`src/rtl/arith_trunci_buf_if.sv`:
```
// Operand/result handshake bundle for the truncating elastic buffer.
// The master side drives operands and result_ready; the slave side is the buffer.
interface arith_trunci_buf_if #(
  parameter int IN_WIDTH  = 32,
  parameter int OUT_WIDTH = 16
);
  logic                 a_valid;
  logic                 a_ready;
  logic [IN_WIDTH-1:0]  a_data;
  logic                 result_valid;
  logic                 result_ready;
  logic [OUT_WIDTH-1:0] result_data;
  logic                 result_lossy;

  modport master (
    output a_valid, output a_data, input a_ready,
    input result_valid, input result_data, input result_lossy, output result_ready
  );

  modport slave (
    input a_valid, input a_data, output a_ready,
    output result_valid, output result_data, output result_lossy, input result_ready
  );
endinterface

```
`src/rtl/arith_trunci_buf.sv`:
```
// Integer narrowing stage: keeps the low OUT_WIDTH bits of each operand in a
// registered 2-entry elastic buffer, flags lossy beats and counts them.
module arith_trunci_buf #(
  parameter int IN_WIDTH     = 32,
  parameter int OUT_WIDTH    = 16,
  parameter int SIGNED_CHECK = 0,
  parameter int CNT_WIDTH    = 8
) (
  input  logic                 clk,
  input  logic                 rst,
  arith_trunci_buf_if.slave    bus,
  input  logic                 lossy_clr,
  output logic [CNT_WIDTH-1:0] lossy_count
);
  generate
    if (OUT_WIDTH < 1 || OUT_WIDTH >= IN_WIDTH) begin : g_bad_width
      $error("arith_trunci_buf: OUT_WIDTH must satisfy 1 <= OUT_WIDTH < IN_WIDTH");
    end
  endgenerate

  localparam int DROP_WIDTH = IN_WIDTH - OUT_WIDTH;
  localparam logic [CNT_WIDTH-1:0] CNT_MAX = '1;
  localparam logic [CNT_WIDTH-1:0] CNT_ONE = CNT_WIDTH'(1);

  logic [DROP_WIDTH-1:0] upper_bits;
  logic                  in_lossy;
  logic [OUT_WIDTH-1:0]  data_q [2];
  logic [1:0]            lossy_q;
  logic                  wr_ptr;
  logic                  rd_ptr;
  logic [1:0]            occ;
  logic [1:0]            occ_next;
  logic                  a_ready_q;
  logic                  result_valid;
  logic                  accept;
  logic                  emit;

  assign upper_bits = bus.a_data[IN_WIDTH-1:OUT_WIDTH];

  // A signed value survives narrowing only if the dropped bits replicate the new sign bit.
  generate
    if (SIGNED_CHECK != 0) begin : g_signed
      assign in_lossy = (upper_bits != {DROP_WIDTH{bus.a_data[OUT_WIDTH-1]}});
    end else begin : g_unsigned
      assign in_lossy = |upper_bits;
    end
  endgenerate

  assign result_valid = (occ != 2'd0);
  assign accept       = bus.a_valid && a_ready_q;
  assign emit         = result_valid && bus.result_ready;

  always_comb begin
    occ_next = occ;
    case ({accept, emit})
      2'b10:   occ_next = occ + 2'd1;
      2'b01:   occ_next = occ - 2'd1;
      default: occ_next = occ;
    endcase
  end

  // a_ready looks only at the next occupancy, so result_ready never reaches it combinationally.
  always_ff @(posedge clk) begin
    if (rst) begin
      occ       <= 2'd0;
      wr_ptr    <= 1'b0;
      rd_ptr    <= 1'b0;
      a_ready_q <= 1'b0;
    end else begin
      occ       <= occ_next;
      a_ready_q <= (occ_next != 2'd2);
      if (accept) wr_ptr <= ~wr_ptr;
      if (emit)   rd_ptr <= ~rd_ptr;
    end
  end

  always_ff @(posedge clk) begin
    if (accept) begin
      data_q[wr_ptr]  <= bus.a_data[OUT_WIDTH-1:0];
      lossy_q[wr_ptr] <= in_lossy;
    end
  end

  // A clear that lands on a lossy accept restarts at one so that event is kept.
  always_ff @(posedge clk) begin
    if (rst) begin
      lossy_count <= '0;
    end else if (lossy_clr) begin
      lossy_count <= (accept && in_lossy) ? CNT_ONE : '0;
    end else if (accept && in_lossy && lossy_count != CNT_MAX) begin
      lossy_count <= lossy_count + CNT_ONE;
    end
  end

  assign bus.a_ready      = a_ready_q;
  assign bus.result_valid = result_valid;
  assign bus.result_data  = data_q[rd_ptr];
  assign bus.result_lossy = lossy_q[rd_ptr];
endmodule

```
`src/flat_wrapper.sv`:
```
// flat-port wrapper written by rule: the top's interface ports become plain ports
module arith_trunci_buf_flat 
#(
  parameter int IN_WIDTH     = 32,
  parameter int OUT_WIDTH    = 16,
  parameter int SIGNED_CHECK = 0,
  parameter int CNT_WIDTH    = 8
)
  (clk, rst, lossy_clr, lossy_count, bus_a_valid, bus_a_data, bus_a_ready, bus_result_valid, bus_result_data, bus_result_lossy, bus_result_ready);
  arith_trunci_buf_if #(.IN_WIDTH(IN_WIDTH), .OUT_WIDTH(OUT_WIDTH)) bus_i ();
  input  logic clk;
  input  logic rst;
  input  logic lossy_clr;
  output logic [CNT_WIDTH-1:0] lossy_count;
  input wire logic [$bits(bus_i.a_valid)-1:0] bus_a_valid;
  input wire logic [$bits(bus_i.a_data)-1:0] bus_a_data;
  output wire logic [$bits(bus_i.a_ready)-1:0] bus_a_ready;
  output wire logic [$bits(bus_i.result_valid)-1:0] bus_result_valid;
  output wire logic [$bits(bus_i.result_data)-1:0] bus_result_data;
  output wire logic [$bits(bus_i.result_lossy)-1:0] bus_result_lossy;
  input wire logic [$bits(bus_i.result_ready)-1:0] bus_result_ready;
  assign bus_i.a_valid = bus_a_valid;
  assign bus_i.a_data = bus_a_data;
  assign bus_a_ready = bus_i.a_ready;
  assign bus_result_valid = bus_i.result_valid;
  assign bus_result_data = bus_i.result_data;
  assign bus_result_lossy = bus_i.result_lossy;
  assign bus_i.result_ready = bus_result_ready;
  arith_trunci_buf #(.IN_WIDTH(IN_WIDTH), .OUT_WIDTH(OUT_WIDTH), .SIGNED_CHECK(SIGNED_CHECK), .CNT_WIDTH(CNT_WIDTH)) u_core (.clk(clk), .rst(rst), .bus(bus_i), .lossy_clr(lossy_clr), .lossy_count(lossy_count));
endmodule
```
`config.mk`:
```
export PLATFORM = sky130hd
export DESIGN_NAME = arith_trunci_buf_flat
export DESIGN_NICKNAME = d
export VERILOG_FILES = /design/src/rtl/arith_trunci_buf_if.sv /design/src/rtl/arith_trunci_buf.sv /design/src/flat_wrapper.sv
export SDC_FILE = /design/constraint.sdc
export NUM_CORES = 1
export LEC_CHECK = 0
export BUFFER_PORTS_ARGS = -buffer_cell sky130_fd_sc_hd__buf_2
export CORE_MARGIN = 2
export CORE_UTILIZATION = 44
export DETAILED_ROUTE_END_ITERATION = 6
export PLACE_DENSITY = 0.7
export SETUP_SLACK_MARGIN = 0.02
export SLEW_MARGIN = 20
export SYNTH_ARGS = -nofsm -noshare
export SYNTH_HDL_FRONTEND = slang
export SYNTH_SLANG_ARGS = --single-unit
```
`constraint.sdc`:
```
create_clock -name clk -period 2 [get_ports clk]
set_input_delay 0.2 -clock clk [delete_from_list [all_inputs] [get_ports clk]]
set_output_delay 0.2 -clock clk [all_outputs]
set_load 0.02 [all_outputs]
```
==> qor.txt, run 1 <==
Post-CTS setup buffer count = 0
Number of global-route vias before repair = 1364
Worst Path Buf+Inv = 0
N_diodes = 0
Commonest non-fill, non-tap cell in the layout = buf_2
Cts repair resizes = 0
RSZ-0062 raised after global routing = false
Flops & latches, synth = 48
Net switching fraction of the power = 30.2%
Mapped cell area = 2040 um2
CP Depth = 5
Ys async rst share = 0%
Pint = 1.72 mW
Outcome = finished clean
Crit-path slowest cell = dfxtp_1
Gate power share = 29.0%
Final Hold Viols = 0
Synth cell types = 37
Ys Warns = 0
Final setup viols = 0
CORE AREA = 4410 um2
Row count = 24
Slew headroom = 73.8%
Die ar. = 5200 um2
Max Transition Viols Final = 0
Global route overflow = 0
Period utilization = 90.6%
Top FF cell, synth = edfxtp_1
Worst skew pair latency = 0.29 ns
Sink Count = 48
WP data arrival = 2.04 ns
Via count = 1390
1st-pass router iterations = 4
Detail Placement HPWL = 2.90 mm
Clk slew on worst S/H paths = 0.08 ns
I/O pins = 64
Crit Path Class = reg -> reg
Peak supply drop = 0.528 mV
Syn nets = 180
1st-iter DRT viols = 73
Seq/Total Area, Yosys = 63.8%
Max-Cap Viols = 0
Vias per cell = 5.27
Share of cells above drive strength 1 = 47.6%
Cell Chain, Critical Path = or2_2 -> and2_1 -> ha_1 -> or3_1 -> a21oi_1
Die Wd = 72.1 um
Static Leak = 0.963 nW
Nets = 250
Clock skew = 0.00723 ns
TritonCTS clock tree = built
FF-to-FF path depth = 5
Hold endpoint = u_core.data_q[0][9]
Setup TNS = 0 ns
Clock share of power = 21.7%
Mapped Cells = 141
Max clock buf depth = 2
Setup crit end kind = flip-flop
H-tree levels = 2
Hold Path Depth = 1
Most frequent cells in the layout = buf_2, edfxtp_1, mux2_2
Required @ worst endpoint = 2.23 ns
Wire per inst = 14.4 um
Crit. Startpoint = u_core.occ[0]
Die H = 72.1 um
Clock buffer count from CTS = 5
Tightest Pin Transition = 0.391 ns
Core Util, Final = 56.9%
HP Start = bus_a_data[9]
DRC = 0
PD cells = 980 nW/um2
First-pass GRT wire length = 6.21 mm
Largest net degree at the start of global routing = 17
Worst R2R Start = u_core.occ[0]
Post-route antenna net violation count = 0
Top delay family on crit path = simple AND/OR/NAND/NOR gates
Slowest Stage Delay on Critical Path = 0.37 ns
Post-layout minimum cycle time = 1.81 ns
Peak Freq = 552 MHz
Starting Density = 46.2%
Startpoint types = flip-flop
Drt total wl = 3.81 mm
Mapped Avg Cell Area = 14.5 um2
Total track usage = 15.4%
Number of synthesized flops with an enable pin = 34
IO Port Bufs = 63
Worst R2R End = u_core.occ[1]
Min-Delay Path Class = in -> reg
Initial antenna violation count = 0
Worst Path Max Fanout = 5
Hold-fix buffer count after cts = 0
Net switching power = 0.745 mW
R2R setup slack = 0.19 ns
Clock Root Buffer = clkbuf_8
Area Growth Syn to Fin = 23.2%
Reg power frac = 49.3%
Hold Slack = 0.0974 ns
Placer congestion estimate = 0.820
==> worst register-to-register path, delay by kind of cell, from the launching register on <==
family	cells	cell delay (ns)
DFF	1	0.37
AOI/OAI and AO/OA	1	0.13
and+or+nand+nor	3	0.88
adders and majority gates	1	0.37
==> registers in the layout, indices dropped and copies added (netlist names), named ones only <==
name / flops
u_core.lossy_count: 8
u_core.occ: 2
u_core.lossy_q: 2
u_core.bus.a_ready: 1
u_core.data_q: 32
u_core.rd_ptr: 1
u_core.wr_ptr: 1
==> stage by stage <==
stage	power, mW	area (um2)	std cells	worst slack, ns
after floorplan	1.72	2040	141	0.228
after global placement	1.93	2430	256	0.295
after detailed placement	1.96	2430	256	0.210
after CTS	2.49	2510	264	0.189
after global routing	2.58	2510	264	0.118
final	2.46	2510	264	0.188
==> per-layer routing <==
metal  global-route usage [%]  vias to the layer above  part of all wire, %
met4                     4.40                        0                  1.1
li1                         -                      684                    -
met2                     27.4                       52                   49
met1                     18.0                      648                   42
met5                        0                        -                    0
met3                     4.58                        6                  7.6
==> synth_stat cells (2+ instances only) <==
cell / instances / area (um2)
ha_1: 2 / 25.0
nand4_1: 2 / 12.5
nand3_1: 3 / 15.0
nor4_4: 4 / 85.1
and3_1: 2 / 12.5
nor2_1: 11 / 41.3
mux2_2: 17 / 191
a21oi_1: 8 / 40.0
xnor2_1: 2 / 17.5
nand2_1: 4 / 15.0
dfxtp_1: 14 / 280
buf_2: 2 / 10.0
edfxtp_1: 34 / 1020
inv_1: 2 / 7.51
xor2_1: 3 / 26.3
and2_1: 3 / 18.8
or3_1: 2 / 12.5
or2_2: 2 / 12.5
clkbuf_1: 2 / 7.51
a31oi_1: 2 / 12.5
o21ai_0: 4 / 20.0
==> cell families after synthesis <==
group	Yosys count	share of synthesized area (%)
AO/OA/AOI/OAI	25	9.44
flip-flops	48	63.8
buffers and inverters	6	1.23
XOR/XNOR	5	2.15
AND/OR/NAND/NOR	38	12.8
adder cells (fa/ha/maj)	2	1.23
multiplexers	17	9.38
==> cell type report <==
class / count / area, um2
Sequential cell: 48 / 1300
Inverter: 2 / 7.51
Fill cell: 368 / 1900
Multi-Input combinational cell: 87 / 714
Tap cell: 52 / 65.1
Clock buffer: 7 / 76.3
Clock inverter: 1 / 3.75
Timing Repair Buffer: 67 / 345
==> worst max path at each step <==
stage / end / slack, ns
after floorplan: u_core.occ[1] / 0.23
after global placement: u_core.occ[1] / 0.30
after detailed placement: u_core.occ[1] / 0.21
after CTS: u_core.occ[1] / 0.19
after global routing: u_core.occ[1] / 0.12
final: u_core.occ[1] / 0.19
==> power groups by stage <==
| stage | Sequential, mW | Clock, mW | Combinational (mW) |
|---|---|---|---|
| after detailed placement | 1.24 | 0 | 0.723 |
| after global routing | 1.22 | 0.589 | 0.766 |
| after global placement | 1.23 | 0 | 0.702 |
| final | 1.21 | 0.535 | 0.716 |
| after CTS | 1.22 | 0.547 | 0.729 |
| after floorplan | 1.24 | 0 | 0.487 |
Power figures use the tool's default switching activity.
==> run 2: changes to the inputs <==
--- a/config.mk
+++ b/config.mk
@@ -9,6 +9,7 @@
 export CORE_MARGIN = 2
 export CORE_UTILIZATION = 44
 export DETAILED_ROUTE_END_ITERATION = 6
+export MAX_ROUTING_LAYER = met4
 export PLACE_DENSITY = 0.7
 export SETUP_SLACK_MARGIN = 0.02
 export SLEW_MARGIN = 20
==> run 2 against run 1 <==
Against the previous run: sequential power about the same; fmax rose by 0.47%; non-clock buffer count stayed put; total power is 1.3% higher; routed wire length decreased by 1.8%.
==> qor.txt, run 2 (same netlist as run 1, synthesis figures left out) <==
Outcome = finished clean
Worst skew pair latency = 0.30 ns
Placed Cells = 256
Die ar. = 5200 um2
Row count = 24
Clock skew = 0.00641 ns
Total track usage = 15.5%
Met1 GRT Util = 18.6%
DRC = 0
R2R setup slack = 0.20 ns
Die H = 72.1 um
Clock Root Buffer = clkbuf_8
Post-CTS setup buffer count = 0
First-pass GRT wire length = 5.97 mm
HP Start = bus_a_data[8]
Period utilization = 90.2%
N_diodes = 0
Number of global-route vias before repair = 1338
Post-route antenna net violation count = 0
RSZ-0062 raised after global routing = false
Static Leak = 0.964 nW
Setup TNS = 0 ns
Register area = 1300 um2
Max reg flops = 32
Wire per inst = 14.2 um
Worst Path Max Fanout = 5
Share of cells above drive strength 1 = 49.1%
Clock buffer count from CTS = 5
Max Transition Viols Final = 0
Commonest non-fill, non-tap cell in the layout = buf_2
Vias per cell = 5.18
Grt peak-use layer = met2
Sink Count = 48
WP data arrival = 2.03 ns
Tightest Pin Transition = 0.352 ns
Min-Delay Path Class = in -> reg
Biggest regs = u_core.data_q: 32 flops, u_core.lossy_count: 8 flops
Hold endpoint = u_core.data_q[0][8]
Setup crit end kind = flip-flop
PD cells = 988 nW/um2
Post-Layout Cell Count = 264
Met2 Track Usage GR = 25.1%
Hold-fix buffer count after cts = 0
Via count = 1367
Max-Cap Viols = 0
Largest net degree at the start of global routing = 17
CORE AREA = 4410 um2
Multi-input gate area = 714 um2
Max clock buf depth = 2
Cts repair resizes = 0
Starting Density = 46.2%
Crit. Startpoint = u_core.occ[0]
Final Hold Viols = 0
Met3 Use GR = 4.72%
Required @ worst endpoint = 2.23 ns
Initial antenna violation count = 0
Fin worst setup slack = 0.196 ns
Fillers = 383
Top reg by flops = u_core.data_q
Global route overflow = 0
1st-iter DRT viols = 80
Placer congestion estimate = 0.830
TritonCTS clock tree = built
Clk slew on worst S/H paths = 0.09 ns
Worst R2R End = u_core.occ[1]
Pre-CTS setup slack = 0.211 ns
Crit Path Class = reg -> reg
Peak Freq = 554 MHz
Die Wd = 72.1 um
I/O pins = 64
Drt total wl = 3.75 mm
Peak supply drop = 0.519 mV
Startpoint types = flip-flop
1st-pass router iterations = 4
FF-to-FF path depth = 5
Most frequent cells in the layout = buf_2, edfxtp_1, mux2_2
Detail Placement HPWL = 2.83 mm
Hold Path Depth = 1
H-tree levels = 2
Nets = 250
Worst R2R Start = u_core.occ[0]
Slew headroom = 76.4%
Post-layout minimum cycle time = 1.80 ns
Final setup viols = 0
IO Port Bufs = 63
Area Growth Syn to Fin = 23.8%
run 2: cell types whose count changed in the layout (fill, tap and decap cells not counted), sizes merged:
| cell | delta |
|---|---|
| clkbuf | -2 |
| clkinvlp | +2 |
run 2: stage by stage:
stage / util (%) / power (mW) / area [um2] / hold slack, ns
after floorplan: - / 1.72 / 2040 / 0.299
after global placement: 55.1 / 1.93 / 2430 / 0.389
after detailed placement: 55.1 / 1.96 / 2430 / 0.392
after CTS: 57.2 / 2.53 / 2530 / 0.0752
after global routing: 57.2 / 2.63 / 2530 / 0.0644
final: 57.2 / 2.50 / 2530 / 0.0867
run 2: layer usage:
| metal | vias to the layer above | part of all wire [%] |
|---|---|---|
| li1 | 682 | - |
| met1 | 632 | 43 |
| met2 | 51 | 49 |
| met3 | 2 | 7.0 |
| met4 | 0 | 0.45 |
| met5 | - | 0 |
run 2: how the worst max path moves through the flow:
stage and to:
3_5_place_dp u_core.occ[1], 3_3_place_gp u_core.occ[1], 4_1_cts u_core.occ[1], 2_1_floorplan u_core.occ[1], 6_report u_core.occ[1], 5_1_grt u_core.occ[1]
run 2: layout make-up:
| cell class | instances | area share (%) |
|---|---|---|
| clock inverters | 3 | 0.941 |
| well taps | 52 | 2.58 |
| flip-flops and latches | 48 | 51.5 |
| inverters | 2 | 0.297 |
| clock buffers | 5 | 2.72 |
| repair buffers | 67 | 13.7 |
| multi-input cells | 87 | 28.3 |
run 2: report_power, final:
part	leakage [nW]	switching, mW	internal (mW)	total (mW)
combinational	0.503	0.404	0.308	0.712
sequential	0.420	0.0483	1.17	1.22
clock	0.0404	0.321	0.248	0.569
total	0.964	0.773	1.72	2.50
run 2: worst max-delay path: stages (launching register included):
cell     delay [ns]
dfxtp_1        0.37
or2_2          0.33
and2_1         0.19
ha_1           0.36
or3_1          0.36
a21oi_1        0.14
